===== src/rtl/ram_sampler.sv =====
// ram_sampler: synchronizes an asynchronous PSRAM bus into mclk, filters
// ram_clk edges against glitches, and presents the bus snapshot taken when
// each accepted edge was first seen.
//
// state     | meaning
// ----------+---------------------------------------------------------
// LOW       | ram_clk settled low, watching for a rising edge
// RISE_PEND | rising edge seen, waiting for it to hold FILTER_LEN samples
// HIGH      | ram_clk settled high, watching for a falling edge
// FALL_PEND | falling edge seen, waiting for it to hold FILTER_LEN samples
module ram_sampler #(
  parameter int unsigned FILTER_LEN = 2
) (
  input  logic        mclk,
  input  logic        reset,
  input  logic [22:0] ram_a,
  input  logic [15:0] ram_d,
  input  logic        ram_oe,
  input  logic        ram_we,
  input  logic        ram_ce1,
  input  logic        ram_ub,
  input  logic        ram_lb,
  input  logic        ram_adv,
  input  logic        ram_ce2,
  input  logic        ram_clk,
  output logic [22:0] filter_a,
  output logic [15:0] filter_d,
  output logic [1:0]  filter_ublb,
  output logic        filter_read,
  output logic        filter_write,
  output logic        filter_addr_latch,
  output logic        filter_strobe,
  output logic [15:0] nfilter_d,
  output logic        nfilter_strobe,
  output logic        err_glitch
);

  typedef struct packed {
    logic [22:0] a;
    logic [15:0] d;
    logic        oe;
    logic        we;
    logic        ce1;
    logic        ub;
    logic        lb;
    logic        adv;
    logic        ce2;
  } bus_t;

  typedef enum logic [1:0] {
    LOW       = 2'd0,
    RISE_PEND = 2'd1,
    HIGH      = 2'd2,
    FALL_PEND = 2'd3
  } state_t;

  // The hold counter records samples already seen at the new level; the
  // current sample is one more, so the edge is accepted once the counter
  // reaches FILTER_LEN-1 with the level still held.
  localparam logic [2:0] CNT_LAST = 3'(FILTER_LEN - 1);

  bus_t       bus_in;
  bus_t       bus_s1;
  bus_t       bus_s;
  bus_t       hold;
  bus_t       src;
  logic       clk_s1;
  logic       s_clk;
  state_t     state;
  state_t     state_nxt;
  logic [2:0] cnt;
  logic [2:0] cnt_nxt;
  logic       snap_load;
  logic       acc_rise;
  logic       acc_fall;
  logic       glitch;
  logic       sel;
  logic       dec_latch;
  logic       dec_write;
  logic       dec_read;

  assign bus_in = {ram_a, ram_d, ram_oe, ram_we, ram_ce1, ram_ub, ram_lb, ram_adv, ram_ce2};

  // Two-flop synchronizer for every asynchronous input.
  always_ff @(posedge mclk) begin
    if (!reset) begin
      bus_s1 <= '0;
      bus_s  <= '0;
      clk_s1 <= 1'b0;
      s_clk  <= 1'b0;
    end else begin
      bus_s1 <= bus_in;
      bus_s  <= bus_s1;
      clk_s1 <= ram_clk;
      s_clk  <= clk_s1;
    end
  end

  // State register, hold counter and first-detection snapshot.
  always_ff @(posedge mclk) begin
    if (!reset) begin
      state <= LOW;
      cnt   <= '0;
      hold  <= '0;
    end else begin
      state <= state_nxt;
      cnt   <= cnt_nxt;
      if (snap_load) hold <= bus_s;
    end
  end

  // Next-state logic: detect, count the hold time, accept or reject.
  always_comb begin
    state_nxt = state;
    cnt_nxt   = cnt;
    snap_load = 1'b0;
    case (state)
      LOW: begin
        if (s_clk) begin
          snap_load = 1'b1;
          if (FILTER_LEN == 1) begin
            state_nxt = HIGH;
            cnt_nxt   = '0;
          end else begin
            state_nxt = RISE_PEND;
            cnt_nxt   = 3'd1;
          end
        end
      end
      RISE_PEND: begin
        if (!s_clk) begin
          state_nxt = LOW;
          cnt_nxt   = '0;
        end else if (cnt == CNT_LAST) begin
          state_nxt = HIGH;
          cnt_nxt   = '0;
        end else begin
          cnt_nxt = cnt + 3'd1;
        end
      end
      HIGH: begin
        if (!s_clk) begin
          snap_load = 1'b1;
          if (FILTER_LEN == 1) begin
            state_nxt = LOW;
            cnt_nxt   = '0;
          end else begin
            state_nxt = FALL_PEND;
            cnt_nxt   = 3'd1;
          end
        end
      end
      FALL_PEND: begin
        if (s_clk) begin
          state_nxt = HIGH;
          cnt_nxt   = '0;
        end else if (cnt == CNT_LAST) begin
          state_nxt = LOW;
          cnt_nxt   = '0;
        end else begin
          cnt_nxt = cnt + 3'd1;
        end
      end
      default: begin
        state_nxt = LOW;
        cnt_nxt   = '0;
      end
    endcase
  end

  // Acceptance/reject events and cycle-type decode of the captured sample.
  // With FILTER_LEN=1 the edge is accepted straight from LOW/HIGH, so the
  // live synchronized bus is the snapshot.
  always_comb begin
    acc_rise = 1'b0;
    acc_fall = 1'b0;
    glitch   = 1'b0;
    src      = (state == RISE_PEND || state == FALL_PEND) ? hold : bus_s;
    case (state)
      LOW:       acc_rise = s_clk && (FILTER_LEN == 1);
      RISE_PEND: begin
        acc_rise = s_clk && (cnt == CNT_LAST);
        glitch   = !s_clk;
      end
      HIGH:      acc_fall = !s_clk && (FILTER_LEN == 1);
      FALL_PEND: begin
        acc_fall = !s_clk && (cnt == CNT_LAST);
        glitch   = s_clk;
      end
      default: ;
    endcase
    sel       = ~src.ce1 & src.ce2;
    dec_latch = sel & ~src.adv;
    dec_write = sel & src.adv & ~src.we;
    dec_read  = sel & src.adv & src.we & ~src.oe;
  end

  // Output registers: update on accepted edges, hold otherwise.
  always_ff @(posedge mclk) begin
    if (!reset) begin
      filter_a          <= '0;
      filter_d          <= '0;
      filter_ublb       <= '0;
      filter_read       <= 1'b0;
      filter_write      <= 1'b0;
      filter_addr_latch <= 1'b0;
      filter_strobe     <= 1'b0;
      nfilter_d         <= '0;
      nfilter_strobe    <= 1'b0;
      err_glitch        <= 1'b0;
    end else begin
      filter_strobe  <= acc_rise;
      nfilter_strobe <= acc_fall;
      err_glitch     <= glitch;
      if (acc_rise) begin
        filter_a          <= src.a;
        filter_d          <= src.d;
        filter_ublb       <= {~src.ub, ~src.lb};
        filter_read       <= dec_read;
        filter_write      <= dec_write;
        filter_addr_latch <= dec_latch;
      end
      if (acc_fall) nfilter_d <= src.d;
    end
  end

endmodule


===== config.mk =====
export PLATFORM = sky130hd
export DESIGN_NAME = ram_sampler
export DESIGN_NICKNAME = d
export VERILOG_FILES = /design/src/rtl/ram_sampler.sv
export SDC_FILE = /design/constraint.sdc
export NUM_CORES = 1
export LEC_CHECK = 0
export ABC_AREA = 1
export ABC_CLOCK_PERIOD_IN_PS = 2000
export CAP_MARGIN = 0
export CORE_MARGIN = 4
export CORE_UTILIZATION = 57
export CTS_CLUSTER_DIAMETER = 40
export CTS_CLUSTER_SIZE = 12
export DETAILED_ROUTE_END_ITERATION = 12
export PLACE_DENSITY = 0.84
export SKIP_LAST_GASP = 1
export SYNTH_ARGS = -nofsm -noshare
export SYNTH_HDL_FRONTEND = slang
export SYNTH_SLANG_ARGS = --single-unit
export TNS_END_PERCENT = 30

===== constraint.sdc =====
create_clock -name mclk -period 2 [get_ports mclk]
set_clock_uncertainty 0.1 [all_clocks]
set_input_delay 0.3 -clock mclk [delete_from_list [all_inputs] [get_ports mclk]]
set_output_delay 0.3 -clock mclk [all_outputs]
set_load 0.02 [all_outputs]

==> flow_summary.toml, run 1 <==
[run_status]
status = "finished clean"

[layout]
fin_nets = 1094
diodes = 0
fillers = 941
area_growth_pct = 25.70
multiInputGateArea_mm2 = 0.002356
drive_gt1_frac = 0.05323
fin_util = 0.7436
seqCellArea_mm2 = 0.004165

[global_route]
grt_pass1_wl_um = 25010
first_global_vias = 5441
grt_max_degree = 75
grt_use_total = 0.2062
antenna_found_initial = 0
gr-total-overflow = 0

[pwr]
power_mw = 8.475
power.density_mw_per_mm2 = 933.3
comb_power_share = 0.047
internal_power_mw = 6.740
switchingPower_mw = 1.735
leakage_nw = 4.191
peakVddDrop_mv = 0.6099
seqPwrFrac = 0.510
switching_share = 0.2048
power_frac_clock = 0.442

[worst_setup_path]
crit_buf_inv = 1
reg2reg_slack_ps = 280
path_cells = "clkdlybuf4s50_1"
cp_max_fo = 2
crit_type = "reg2out"
cp_top_family = "buffers and inverters"
slowest_delay_ps = 630
cp-start-kind = "flip-flop"
cp.arrival_ps = 1480
cp_data_required_time_ps = 1600
crit_slowest_cell = "clkdlybuf4s50_1"
worstSetupEndpointType = "output port"

[sta]
hold_violations = 0
finalSetupViolCount = 0
slew_viol_final = 0
slew_headroom = 0.5481
setup_tns_ps = 0
fmax_ghz = 0.5312
worst_slew_pin_slew_ps = 677.8
timing.final.crit_share = 0.9413
min_period_ps = 1883
rsz0062_at_grt = "no"
layout_setup_ws_ps = 117.4

[synthesis]
yosysTopAreaCellShare = 0.5764
syn_nets = 998
ys_seq_area_frac = 0.5764
yosys.area.top_type = "dfxtp_1"
ys_types = 19
synth_cells = 949
synth-xor-area-share = 0
syn_area_per_cell_um2 = 7.613
synth_top_family_by_area = "simple AND/OR/NAND/NOR gates"
yosys.area_share.simple = 0.2426
synth-compound-area-share = 0.08348
yosysWarnings = 0
synthMuxAreaShare = 0
ys_seq_elements = 208
syn_area_mm2 = 0.007224
synthAdderAreaFrac = 0
synth_top_cells_by_area = "dfxtp_1 58%, nand2_1 19%, a21oi_1 5.8%"

[clock_network]
post_cts_buffers = 0
clockRootBuffer = "clkbuf_16"
hold_buffers = 0
clockBufferDepth = 3
ctsResizeCount = 0
cts_tree = "built"
ctsHtreeMaxLevel = 1
clk_pin_slew_worst_paths_ps = 60
clkLatencyLatePin_ps = 480
cts_sinks = 208
numCtsBuffers = 22

[floorplanning]
core_region_area_mm2 = 0.01221
die_x_um = 120.6
rows = 40
die_y_um = 120.6
initial_core_util = 0.5916
num_io_pins = 112
fp.dieArea_mm2 = 0.01454

[drt]
wl_per_cell_um = 12.28
via_count = 5839
drcViolationCount = 0
first_pass_iters = 5
vias_per_cell = 4.786
wl_um = 14980
drtIter0Drc = 491
antenna_left = 0

[placement]
gp_congestion = 0.8276
hpwl_um = 9660
place.port_buffers = 111
dp_slack_ps = 351.0

[run]
max_cap_viol_count = 0

[min_path]
min_path_type = "in2reg"
placed cells by master (no fill, tap or decap), types with 3 or more instances in the layout:
cell             count
buf_4               12
o21ai_0             33
clkbuf_16           23
clkbuf_8             3
inv_2                7
inv_1              108
dfxtp_1            207
buf_12               3
clkdlybuf4s50_1    110
nor2_1              57
nand2_1            367
a21oi_1             84
nand3_1             23
flip-flops by register name, indices dropped and copies added, names as in the netlist, 2 cells and up, named ones only:
signal	count
bus_s1	46
bus_s	46
hold	46
filter_a	23
filter_d	16
nfilter_d	16
cnt	3
filter_ublb	2
metal layers:
metal | track usage | routed length [um]
met3 | 0.03461 | 843
met4 | 0.06020 | 305
met5 | 0 | 0
met1 | 0.2600 | 6423
met2 | 0.3636 | 7406
cell usage after synthesis:
| cell | instances |
|---|---|
| nor2_1 | 57 |
| nor3_1 | 2 |
| buf_1 | 2 |
| nand3_4 | 1 |
| clkbuf_1 | 25 |
| nand2_1 | 367 |
| or2_2 | 1 |
| inv_1 | 108 |
| buf_4 | 4 |
| nand2_2 | 2 |
| o21ai_1 | 2 |
| buf_6 | 5 |
| o211ai_1 | 1 |
| inv_2 | 7 |
| dfxtp_1 | 208 |
| buf_2 | 17 |
| a21oi_1 | 84 |
| nand3_1 | 23 |
| o21ai_0 | 33 |
area by class of cell:
class                   count  area share
clock buffers              28     0.06875
multi-input cells         573      0.2594
clock inverters             3    0.004684
inverters                 115     0.04753
well taps                 168     0.02315
flip-flops and latches    208      0.4587
repair buffers            125      0.1378
metrics by stage:
| stage | instances | cell area (um2) | hold slack (ps) |
|---|---|---|---|
| after detailed placement | 1189 | 8414 | 296.9 |
| after global routing | 1220 | 9081 | 185.3 |
| after floorplan | 949 | 7224 | 286.4 |
| after CTS | 1220 | 9081 | 163.5 |
| after global placement | 1189 | 8414 | 291.4 |
| final | 1220 | 9081 | 169.1 |
kinds of logic after synthesis:
group           Yosys count
flops                   208
compound gates          120
buf+inv                 168
simple gates            453
power by group through the flow:
stage / logic (mW) / registers [mW] / clock network (mW)
3_3_place_gp: 0.393 / 4.41 / 0
3_5_place_dp: 0.401 / 4.41 / 0
6_report: 0.402 / 4.32 / 3.75
2_1_floorplan: 0.245 / 4.40 / 0
5_1_grt: 0.457 / 4.33 / 4.01
4_1_cts: 0.404 / 4.32 / 3.82
tightest hold or removal path, stage by stage:
cell and delay (ps):
buf_4 100, inv_2 150, a21oi_1 160
path summary, 6_finish.rpt:
kind | cells after the start | startpoint | endpoint
setup / recovery | 1 | filter_read | filter_read
hold / removal | 3 | reset | filter_a[12]
setup reg to reg | 8 | s_clk | hold[18]
hold reg to reg | 2 | bus_s1[19] | bus_s[19]
Note: power is estimated with default switching activity, not from simulation.
==> run 2, diff against run 1 <==
--- a/config.mk
+++ b/config.mk
@@ -13,7 +13,7 @@
 export CTS_CLUSTER_DIAMETER = 40
 export CTS_CLUSTER_SIZE = 12
 export DETAILED_ROUTE_END_ITERATION = 12
-export PLACE_DENSITY = 0.84
+export PLACE_DENSITY = 0.89
 export SKIP_LAST_GASP = 1
 export SYNTH_ARGS = -nofsm -noshare
 export SYNTH_HDL_FRONTEND = slang
==> run 2 against run 1 <==
  * Clock power fell by 5%
  * Largest cell class unchanged
  * Flip-flop and latch count did not move
  * Largest power group unchanged
  * Die area did not move
  * Highest routed layer unchanged
==> flow_summary.toml, run 2 (same netlist as run 1, synthesis figures left out) <==
[sta]
setup_tns_ps = 0
timing.final.crit_share = 0.9548
hold_violations = 0
rsz0062_at_grt = "no"
layout_setup_ws_ps = 90.49
slew_headroom = 0.6693
slew_viol_final = 0
finalSetupViolCount = 0
hold_ws_ps = 212.4
worst_slew_pin_slew_ps = 496.1
min_period_ps = 1910
fmax_ghz = 0.5237

[floorplanning]
initial_core_util = 0.5916
core_region_area_mm2 = 0.01221
rows = 40
fp.dieArea_mm2 = 0.01454
num_io_pins = 112
die_y_um = 120.6
die_x_um = 120.6

[placement]
hpwl_um = 9861
place.port_buffers = 111
dp_slack_ps = 349.1
gp_congestion = 0.8193
place_area_mm2 = 0.008419

[layout]
final_cell_mix = "367 x nand2_1, 207 x dfxtp_1, 110 x clkdlybuf4s50_1"
area_growth_pct = 25.13
fillers = 899
diodes = 0
fin_nets = 1093
fin_util = 0.7403
final_common_cell = "nand2_1"
drive_gt1_frac = 0.05238
reg_top3 = "bus_s1: 46 flops, bus_s: 46 flops, hold: 46 flops"
fin_area_mm2 = 0.009040

[drt]
drtIter0Drc = 644
drcViolationCount = 0
wl_per_cell_um = 13.04
vias_per_cell = 4.955
first_pass_iters = 6
antenna_left = 0
via_count = 6035
wl_um = 15890

[worst_setup_path]
cp_data_required_time_ps = 1600
worstSetupEndpointType = "output port"
cp_top_family = "buffers and inverters"
cp.arrival_ps = 1510
crit_buf_inv = 1
slowest_delay_ps = 630
cp-start-kind = "flip-flop"
path_cells = "clkdlybuf4s50_1"
crit_type = "reg2out"
cp_max_fo = 2
crit_slowest_cell = "clkdlybuf4s50_1"

[global_route]
grt_pass1_wl_um = 25790
grt_use_total = 0.2134
first_global_vias = 5580
grt_max_degree = 128
antenna_found_initial = 0
gr-total-overflow = 0

[clock_network]
clockRootBuffer = "clkbuf_16"
clk_pin_slew_worst_paths_ps = 60
numCtsBuffers = 22
cts_tree = "built"
clockBufferDepth = 3
ctsResizeCount = 0
cts_sinks = 208
post_cts_buffers = 0
ctsHtreeMaxLevel = 1
clkLatencyLatePin_ps = 490
hold_buffers = 0

[pwr]
peakVddDrop_mv = 0.5034
power.density_mw_per_mm2 = 918.8
leakage_nw = 4.176

[min_path]
min_path_type = "in2reg"

[run]
max_cap_viol_count = 0

[run_status]
status = "finished clean"
run 2: final cells by class:
cell class                      instances  area, um2  area share
Sequential cell                       208       4165      0.4608
Multi-Input combinational cell        573       2356      0.2606
Timing Repair Buffer                  124       1256      0.1390
Clock buffer                           25      593.1     0.06561
Inverter                              115      431.7     0.04775
Tap cell                              168      210.2     0.02325
Clock inverter                          5      27.53    0.003045
run 2: power breakdown:
| group | internal, mW | switching, mW |
|---|---|---|
| logic | 0.179 | 0.231 |
| clock network | 2.08 | 1.49 |
| registers | 4.27 | 0.0522 |
| total | 6.53 | 1.77 |
run 2: metal layers:
metal	track usage	up-vias	wire (um)
li1	-	3042	-
met1	0.2633	2724	6540
met2	0.3748	233	7816
met3	0.03461	36	1075
met4	0.08074	0	453
met5	0	-	0
run 2: per-stage QoR:
step	std cells	power, mW
floorplan	949	4.643
global placement	1188	4.803
detailed placement	1188	4.818
CTS	1218	8.339
global route	1218	8.595
finish	1218	8.306
run 2: path summary, 6_finish.rpt:
check,startpoint,to,slack (ps),cells after the start
worst max register to register,cnt[2],nfilter_d[5],240,6
worst max-delay path,nfilter_d[1],nfilter_d[1],90,1
worst min register to register,bus_s1[35],bus_s[35],300,2
worst min-delay path,reset,filter_a[19],210,3
